**src/rtl/g15_key_conditioner.sv**
```systemverilog
// Multi-channel key/switch conditioner: synchronise, debounce, rise detect, and queue the first press.
// Optional hold-time stretching of key_level is compiled in with G15_KEY_STRETCH_EN.
module g15_key_conditioner #(
  parameter int N_CH    = 16,
  parameter int DEB_MS  = 4,
  parameter int HOLD_MS = 40
) (
  input  logic                    CLOCK,
  input  logic                    rst_n,
  input  logic                    tick_ms,
  input  logic [N_CH-1:0]         key_raw,
  output logic [N_CH-1:0]         key_level,
  output logic [N_CH-1:0]         key_rise,
  output logic                    key_valid,
  output logic [$clog2(N_CH)-1:0] key_code,
  input  logic                    key_ack,
  output logic                    key_overrun,
  input  logic                    clr_overrun
);

  localparam int CW = $clog2(N_CH);
  localparam int DW = (DEB_MS > 0) ? $clog2(DEB_MS + 1) : 1;

  if (N_CH < 2 || N_CH > 32 || DEB_MS < 0 || DEB_MS > 15 || HOLD_MS < 1 || HOLD_MS > 255) begin : g_bad_params
    $error("g15_key_conditioner: parameter out of range");
  end

  logic [N_CH-1:0] meta_reg;
  logic [N_CH-1:0] sync_reg;
  logic [N_CH-1:0] deb_reg;
  logic [N_CH-1:0] deb_next;
  logic [N_CH-1:0] rise_reg;
  logic [N_CH-1:0] rise_next;
  logic            valid_reg, valid_next;
  logic [CW-1:0]   code_reg, code_next;
  logic            ovr_reg, ovr_next;
  logic [CW-1:0]   first_code;
  logic            any_rise;
  logic            multi_rise;

  genvar gi;
  for (gi = 0; gi < N_CH; gi++) begin : g_ch
    if (DEB_MS == 0) begin : g_nodeb
      assign deb_next[gi] = sync_reg[gi];
    end else begin : g_deb
      logic [DW-1:0] cnt_reg, cnt_next;
      logic          deb_bit_next;

      // Any agreement between sync and deb restarts the count from zero.
      always_comb begin
        cnt_next     = cnt_reg;
        deb_bit_next = deb_reg[gi];
        if (sync_reg[gi] == deb_reg[gi]) begin
          cnt_next = '0;
        end else if (tick_ms) begin
          if (cnt_reg == DW'(DEB_MS - 1)) begin
            cnt_next     = '0;
            deb_bit_next = sync_reg[gi];
          end else begin
            cnt_next = cnt_reg + DW'(1);
          end
        end
      end

      always_ff @(posedge CLOCK or negedge rst_n) begin
        if (!rst_n) cnt_reg <= '0;
        else        cnt_reg <= cnt_next;
      end

      assign deb_next[gi] = deb_bit_next;
    end

    assign rise_next[gi] = deb_next[gi] & ~deb_reg[gi];

`ifdef G15_KEY_STRETCH_EN
    logic [7:0] hold_reg, hold_next;

    // Loaded on the same edge deb rises, so the stretch covers the press seamlessly.
    always_comb begin
      hold_next = hold_reg;
      if (rise_next[gi])
        hold_next = 8'(HOLD_MS);
      else if (tick_ms && hold_reg != 8'd0)
        hold_next = hold_reg - 8'd1;
    end

    always_ff @(posedge CLOCK or negedge rst_n) begin
      if (!rst_n) hold_reg <= 8'd0;
      else        hold_reg <= hold_next;
    end

    assign key_level[gi] = deb_reg[gi] | (hold_reg != 8'd0);
`else
    assign key_level[gi] = deb_reg[gi];
`endif
  end

  // Lowest-index rising channel wins the capture.
  always_comb begin
    first_code = '0;
    for (int i = N_CH - 1; i >= 0; i--) begin
      if (rise_reg[i]) first_code = CW'(i);
    end
  end

  assign any_rise   = |rise_reg;
  assign multi_rise = |(rise_reg & (rise_reg - N_CH'(1)));

  always_comb begin
    valid_next = valid_reg;
    code_next  = code_reg;
    ovr_next   = ovr_reg;
    if (clr_overrun) ovr_next = 1'b0;
    if (any_rise) begin
      if (!valid_reg || key_ack) begin
        valid_next = 1'b1;
        code_next  = first_code;
        if (multi_rise) ovr_next = 1'b1;
      end else begin
        ovr_next = 1'b1;
      end
    end else if (key_ack && valid_reg) begin
      valid_next = 1'b0;
    end
  end

  always_ff @(posedge CLOCK or negedge rst_n) begin
    if (!rst_n) begin
      meta_reg  <= '0;
      sync_reg  <= '0;
      deb_reg   <= '0;
      rise_reg  <= '0;
      valid_reg <= 1'b0;
      code_reg  <= '0;
      ovr_reg   <= 1'b0;
    end else begin
      meta_reg  <= key_raw;
      sync_reg  <= meta_reg;
      deb_reg   <= deb_next;
      rise_reg  <= rise_next;
      valid_reg <= valid_next;
      code_reg  <= code_next;
      ovr_reg   <= ovr_next;
    end
  end

  assign key_rise    = rise_reg;
  assign key_valid   = valid_reg;
  assign key_code    = code_reg;
  assign key_overrun = ovr_reg;

endmodule

```
**config.mk**
```make
export PLATFORM = sky130hd
export DESIGN_NAME = g15_key_conditioner
export DESIGN_NICKNAME = d
export VERILOG_FILES = /design/src/rtl/g15_key_conditioner.sv
export SDC_FILE = /design/constraint.sdc
export NUM_CORES = 1
export LEC_CHECK = 0
export ABC_AREA = 1
export CAP_MARGIN = 20
export CORE_MARGIN = 1.5
export CORE_UTILIZATION = 38
export DETAILED_ROUTE_END_ITERATION = 12
export RECOVER_POWER = 100
export SYNTH_ARGS = -nofsm -noshare
export SYNTH_HDL_FRONTEND = slang
export SYNTH_SLANG_ARGS = --single-unit
```
**constraint.sdc**
```tcl
create_clock -name CLOCK -period 3.7 [get_ports CLOCK]
set_clock_uncertainty 0.1 [all_clocks]
set_input_delay 0.74 -clock CLOCK [delete_from_list [all_inputs] [get_ports CLOCK]]
set_output_delay 0.74 -clock CLOCK [all_outputs]
set_load 0.01 [all_outputs]
```
== Word level (Yosys, flattened, before mapping) ==
Cells that the tools add are included.
Storage, ports and cells
  output and inout port bits: 38
  register bits after elaboration: 118
Operators by class
  equal/unequal tests: 33
  bitwise logic cells: 33
  add/sub/neg operators: 17
  reduce and logical (&&, ||, !) cells: 24
  muxes and demuxes: 119
Operators by type and width (number)
  $mux W3: 48
  $mux W4: 16
  $mux W1: 55
  $add A3 B1 Y3 const B: 16
  $eq A3 B2 Y1 const B: 16
  $reduce_bool A2 Y1: 17
  $reduce_or A16 Y1: 2
  $and A1 B1 Y1: 16
  $and A16 B16 Y16: 1
  $eq A1 B1 Y1: 16
  $not A1 Y1: 16
  $sub A16 B1 Y16 const B: 1
  $reduce_and A2 Y1: 2
  $ne A2 B1 Y1 const B: 1
  $logic_and A1 B1 Y1: 1
  $logic_not A1 Y1: 1
  $logic_or A1 B1 Y1: 1

== Longest topological paths before layout ==
Gate-level depths: netlist of the first run.
  depth after elaboration: 16
  gate-level depth with buffers: 17

== Worst setup path before layout of the first run ==
Ideal clock, no wire load.
  path type: input-to-reg
  start: in tick_ms
  end: reg g_ch[0].g_deb.cnt_reg[1]
  arrival: 1.530 ns
  path slack: 2.006 ns
  path buffers: 3
  stages on the path: 5
  cell sequence: buf_2 buf_2 buf_1 a31oi_1 inv_1
Between the ends
  longest elaborated chain between the ends: 1
Ends and longest elaborated chain
  start, declared: line 10  | input logic tick_ms,
  $reduce_bool A2 Y1 (no source line)
  end signal, assigned: line 67  | else cnt_reg <= cnt_next;
  end, declared: line 46  | logic [DW-1:0] cnt_reg, cnt_next;
No other way between the ends.
A chain may end at the register's enable or synchronous reset.

== Worst setup path in the final report of the first run ==
  start: in tick_ms
  end: reg rise_reg[10] (netlist: key_rise[10])
Between the ends
  longest elaborated chain between the ends: 3
Ends and longest elaborated chain
  $mux W1: line 55  | end else if (tick_ms) begin
  $mux W1: line 53  | if (sync_reg[gi] == deb_reg[gi]) begin
  $and A1 B1 Y1: line 73  | assign rise_next[gi] = deb_next[gi] & ~deb_reg[gi];
  net rise_next[10]: line 33  | logic [N_CH-1:0] rise_next;
  end signal, assigned: line 140  | rise_reg <= rise_next;
  end, declared: line 32  | logic [N_CH-1:0] rise_reg;
The timed path passes the listed nets, and every way through them passes these cells.

==> results of run 1 <==
==> layout make-up <==
class	instances	area share [%]
tap	172	3.387
clock buffer	20	7.030
sequential	118	46.47
inverter	95	5.612
multi-input combinational	306	25.60
timing repair buffer	61	9.453
clock inverter	10	2.442
==> routing by layer <==
| metal | up-vias | track usage (%) | share of wire, % |
|---|---|---|---|
| met3 | 17 | 5.107 | 4.9 |
| met4 | 0 | 7.870 | 1.7 |
| li1 | 1810 | - | - |
| met5 | - | 0 | 0 |
| met1 | 1698 | 19.77 | 48 |
| met2 | 77 | 24.38 | 45 |
==> logic make-up after synthesis <==
family	share of synthesized area (%)
XOR/XNOR	2.818
AO/OA/AOI/OAI	5.434
flip-flops	59.37
AND/OR/NAND/NOR	20.48
adder cells (fa/ha/maj)	4.025
buffers and inverters	7.874
==> path summary, 6_finish.rpt <==
path,end,slack (ns),cells after the start
setup / recovery,key_rise[10]$_DFF_PN0_,1.16,6
hold / removal,sync_reg[4]$_DFF_PN0_,0.24,0
setup reg to reg,key_overrun$_DFF_PN0_,1.89,10
hold reg to reg,sync_reg[4]$_DFF_PN0_,0.24,0
max in group asynchronous,g_ch[12].g_deb.cnt_reg[1]$_DFFE_PN0P_,1.56,2
min in group asynchronous,meta_reg[12]$_DFF_PN0_,0.26,1
==> stage by stage <==
step / util [%] / cells / setup WS, ns / hold WS (ns) / instance area [µm²]
floorplan: - / 527 / 2.006 / 0.2312 / 4974
global placement: 45.47 / 752 / 1.188 / 0.2316 / 5762
detailed placement: 45.47 / 752 / 1.073 / 0.2347 / 5762
CTS: 50.22 / 782 / 1.324 / 0.2457 / 6364
global route: 50.14 / 782 / 0.9146 / 0.2503 / 6354
finish: 50.14 / 782 / 1.164 / 0.2446 / 6354
==> critical path, stage by stage <==
cell      delay, ns
buf_2          0.59
clkbuf_1       0.67
nand2_1        0.16
nor2_1         0.20
inv_1          0.10
nor3_1         0.25
==> layout by cell type (no fill, tap or decap), types with 3 or more instances in the layout <==
| master | Yosys | routed |
|---|---|---|
| dfrtp_1 | 118 | 118 |
| nand2_1 | 98 | 98 |
| inv_1 | 95 | 95 |
| nor2_1 | 65 | 66 |
| dlygate4sd3_1 | 0 | 55 |
| nor4_1 | 19 | 19 |
| o21ai_0 | 18 | 18 |
| nor3_1 | 18 | 18 |
| clkbuf_16 | 0 | 17 |
| ha_1 | 16 | 16 |
| xor2_1 | 13 | 13 |
| and3_1 | 13 | 13 |
| a31oi_1 | 13 | 13 |
| a21oi_1 | 6 | 6 |
| nor2_4 | 4 | 4 |
| bufinv_16 | 0 | 4 |
| clkbuf_1 | 1 | 4 |
| clkinv_2 | 0 | 4 |
| nor2_2 | 4 | 3 |
| xnor2_1 | 3 | 3 |
==> power by group through the flow <==
stage | registers, mW | logic [mW] | clock network (mW)
detailed placement | 1.82 | 1.02 | 0
global placement | 1.80 | 0.963 | 0
global route | 1.84 | 1.12 | 1.77
floorplan | 1.82 | 0.563 | 0
finish | 1.80 | 0.962 | 1.68
CTS | 1.81 | 1.02 | 1.72
==> metrics.txt, run 1 <==
Port Buf Inserts=58; overall power=between 4 and 5 mW; Net Sw Power=between 1 and 1.5 mW; top-count cell post-synth=dfrtp_1; Core ar.=about 13000 µm²; first-pass GRT wire length=roughly 17 mm; Clk network pwr share=between 30 and 40%; largest cells by area after synthesis=dfrtp_1 59%, nand2_1 7.4%, inv_1 7.2%, nor2_1 4.9%, ha_1 4.0%; share of the synthesized area in the top cell type=59.37%; fin crit period=2.536 ns; register area=a little under 3000 µm²; Seq/Total Area, Yosys=about three fifths; slew margin rel.=under 10%; Vias/cell=approximately 4.6; GR Overflow Total=0; Worst Setup Start Kind=input pin; Slew Viols, Final=0; total number of vias=approximately 3600; most frequent cells after synthesis=118 x dfrtp_1, 98 x nand2_1, 95 x inv_1; worst hold start=meta_reg[4]$_DFF_PN0_; Layout Nets=around 640; DR pass1 iterations=4; clock tree buffer depth=2; reg-to-reg startpoint=key_rise[4]$_DFF_PN0_; Max VDD drop=approximately 310 µV; Tot GR Track Use=15.72%; max_cap viols=0; CTS tree=built; status=completed; max reg flops=48; Fill cells=1149; Setup TNS=0 ns; final hold violations=0; number of antenna diodes=0; CTS Buf Count=17; clk root buf=clkbuf_16; die area=between 10000 and 15000 µm²; initial antenna violation count=0; Crit Path Class=in2reg; Final period util=roughly two thirds; Yosys Warn Count=0; Post-Synthesis Cell Area=between 4000 and 5000 µm²; Placer Congestion=0.8071; row cnt=41; Skew-Pair Late Insertion Delay=~0.41 ns; main flop type after synthesis=dfrtp_1; Setup crit start=tick_ms; area grow syn2layout=27.75%; part of the power in registers=around 41%; RSZ-0062 raised after global routing=no; worst min-delay path class=reg2reg; H-tree depth=4; Clk pin slew, worst setup/hold paths=~0.060 ns; Cell Pwr Density=around 700 nW/µm²; hold bufs inserted after CTS=0; HPWL Detailed=between 6 and 7 mm; Post-DRT Antenna Nets=0; Starting Density=between 30 and 40%; Die Y=117.4 µm; Worst Setup End Kind=flop; multi-input logic area=1627 µm²; combinational share of power=between 20% and 30%; CP Max Fanout=46; Syn Area/Cell=between 9 and 10 µm²; final setup violation count=0; DRT Wirelength=9.646 mm; initial drt markers=roughly 220; Arr. time, crit path=around 2.7 ns; achievable frequency=about 390 MHz; Wirelength per Cell=12.34 µm; Die X=between 100 and 150 µm; Post-CTS Resized=0; EDFF count, synth=0; layout cell share with drive strength beyond 1=~6.7%; Pint=3.136 mW; synthesized flop and latch total=approximately 120; Sw Ratio=about 30%; Post-synth ARST share=100.0%; Netlist cell types=28; P_leak=3.446 nW; Synth Net Count=564; vias in the first global route=3731; CTS Sinks=between 100 and 150; dominant cell type by area after synthesis=dfrtp_1; IO Count=between 50 and 60; largest net degree at the start of global routing=50; Critical Path RT=3.90 ns; Post CTS Setup Buffer Count=0; gate count after technology mapping=around 530; Least-Margin Pin Slew=1.353 ns; DRC errors left=0
(Power assumes the default switching activity.)
==> inputs of run 2 (changes only) <==
==> constraint.sdc (replaced) <==
create_clock -name CLOCK -period 2.5 [get_ports CLOCK]
set_clock_uncertainty 0.1 [all_clocks]
set_input_delay 0.5 -clock CLOCK [delete_from_list [all_inputs] [get_ports CLOCK]]
set_output_delay 0.5 -clock CLOCK [all_outputs]
set_load 0.01 [all_outputs]
==> run 2 against run 1 <==
  * Die area unchanged
  * Final cell count grew 0.26%
  * Wire length shrank 4.3%
  * Sequential share of layout area up 0.26 points
  * Via count is 0.53% higher
  * Design area decreased by 0.55%
==> metrics.txt, run 2 (synthesis gave the netlist of run 1 again) <==
status=completed; slew margin rel.=28.43%; CTS Sinks=118; GR Overflow Total=0; Placer Congestion=0.8341; area grow syn2layout=27.04%; Fill cells=between 1000 and 1500; max_cap viols=0; Arr. time, crit path=~1.6 ns; row cnt=between 40 and 50; worst min-delay path class=in2async; Wirelength per Cell=around 12 µm; clk root buf=clkbuf_16; Post-CTS Resized=0; total number of vias=around 3600; multi-input logic area=between 1500 and 2000 µm²; register area=slightly below 3000 µm²; final setup violation count=0; number of antenna diodes=0; Critical Path RT=about 1.9 ns; family with the most delay on the worst path=buffers and inverters; P_leak=approximately 3.4 nW; most common cell after layout, fill and taps aside=dfrtp_1; max reg flops=48; most frequent cells in the layout=118 x dfrtp_1, 98 x nand2_1, 95 x inv_1, 68 x nor2_1, 54 x dlygate4sd3_1; IO Count=slightly below 60; final hold violations=0; clock tree buffer depth=2; first-pass GRT wire length=roughly 17 mm; initial antenna violation count=0; top sig layer=met4; Critical Path Stages=1; routed length on met2=about 4.2 mm; largest net degree at the start of global routing=57; DRT Wirelength=9.227 mm; initial drt markers=178; Crit Path Class=reg2out; DR pass1 iterations=4; Slew Viols, Final=0; vias in the first global route=3720; Vias/cell=about 4.6; Least-Margin Pin Slew=roughly 1.1 ns; Layout Nets=between 600 and 700; Final WS setup=~0.35 ns; Starting Density=between 30 and 40%; Final period util=a little under nine tenths; Setup TNS=0 ns; hold bufs inserted after CTS=0; Post-DRT Antenna Nets=0; achievable frequency=464.6 MHz; Critical Path Max Stage Delay=~0.65 ns; die area=roughly 14000 µm²; Cell Pwr Density=between 1000 and 1500 nW/µm²; met3 WL=between 400 and 500 µm; worst hold slack=0.1799 ns; pre-CTS setup slack=between 0.6 and 0.7 ns; crit path cell chain=dlygate4sd3_1; Worst Setup Start Kind=flop; CTS Buf Count=17; CP max-delay cell=dlygate4sd3_1; Die X=approximately 120 µm; CTS tree=built; RSZ-0062 raised after global routing=no; Max VDD drop=roughly 470 µV; H-tree depth=4; Die Y=roughly 120 µm; CP bufs+invs=1; layout cell share with drive strength beyond 1=7.026%; Skew-Pair Late Insertion Delay=0.41 ns; HPWL Detailed=approximately 6.5 mm; fin crit period=about 2.2 ns; Worst R2R Path Depth=10; Worst Setup End Kind=primary output; CP Max Fanout=5; Core ar.=12670 µm²; Port Buf Inserts=58; Tot GR Track Use=15.36%; WL met1=between 4 and 5 mm; Clk pin slew, worst setup/hold paths=about 0.05 ns; DRC errors left=0; Post CTS Setup Buffer Count=0
## run 2: cell count changes in the layout (fill, tap and decap cells not counted), moves of 2 or more
cell,before,now
bufinv_16,4,2
clkbuf_1,4,2
clkbuf_2,0,3
clkbuf_8,1,3
clkinv_2,4,7
nor2_1,66,68
## run 2: power breakdown
part	internal [mW]	switching, mW	total [mW]
Sequential	2.32	0.337	2.66
Clock	1.53	0.790	2.32
Combinational	0.641	0.749	1.39
## run 2: cell type report
type | count | share of cell area [%]
clock inverter | 10 | 1.624
clock buffer | 22 | 7.505
multi-input combinational | 306 | 25.58
timing repair buffer | 61 | 9.505
tap | 172 | 3.406
sequential | 118 | 46.73
inverter | 95 | 5.644
## run 2: metrics by stage
step,area (µm²),cells,util [%],power (mW)
detailed placement,5787,752,45.67,4.174
CTS,6364,784,50.22,6.549
floorplan,4974,527,-,3.525
finish,6319,784,49.87,6.366
global placement,5787,752,45.67,4.100
global route,6319,784,49.87,6.836
## run 2: layer usage
metal  up-vias  track usage [%]
met5         -                0
met1      1713            19.04
met4         0            7.870
met2        76            24.12
li1       1812                -
met3        20            4.864
## run 2: final timing paths
check / start / endpoint / slack (ns)
setup reg to reg: key_rise[4]$_DFF_PN0_ / key_overrun$_DFF_PN0_ / 0.44
min in group CLOCK: meta_reg[13]$_DFF_PN0_ / sync_reg[13]$_DFF_PN0_ / 0.25
setup / recovery: key_rise[7]$_DFF_PN0_ / key_rise[7] / 0.35
max in group asynchronous: rst_n / key_rise[10]$_DFF_PN0_ / 0.64
hold reg to reg: meta_reg[13]$_DFF_PN0_ / sync_reg[13]$_DFF_PN0_ / 0.25
hold / removal: rst_n / meta_reg[11]$_DFF_PN0_ / 0.18
==> inputs of run 3 (changes only) <==
--- a/config.mk
+++ b/config.mk
@@ -6,7 +6,6 @@
 export NUM_CORES = 1
 export LEC_CHECK = 0
 export ABC_AREA = 1
-export CAP_MARGIN = 20
 export CORE_MARGIN = 1.5
 export CORE_UTILIZATION = 38
 export DETAILED_ROUTE_END_ITERATION = 12
==> results of run 3 <==
The final DEF is identical to that of run 2; final timing and power are the same.
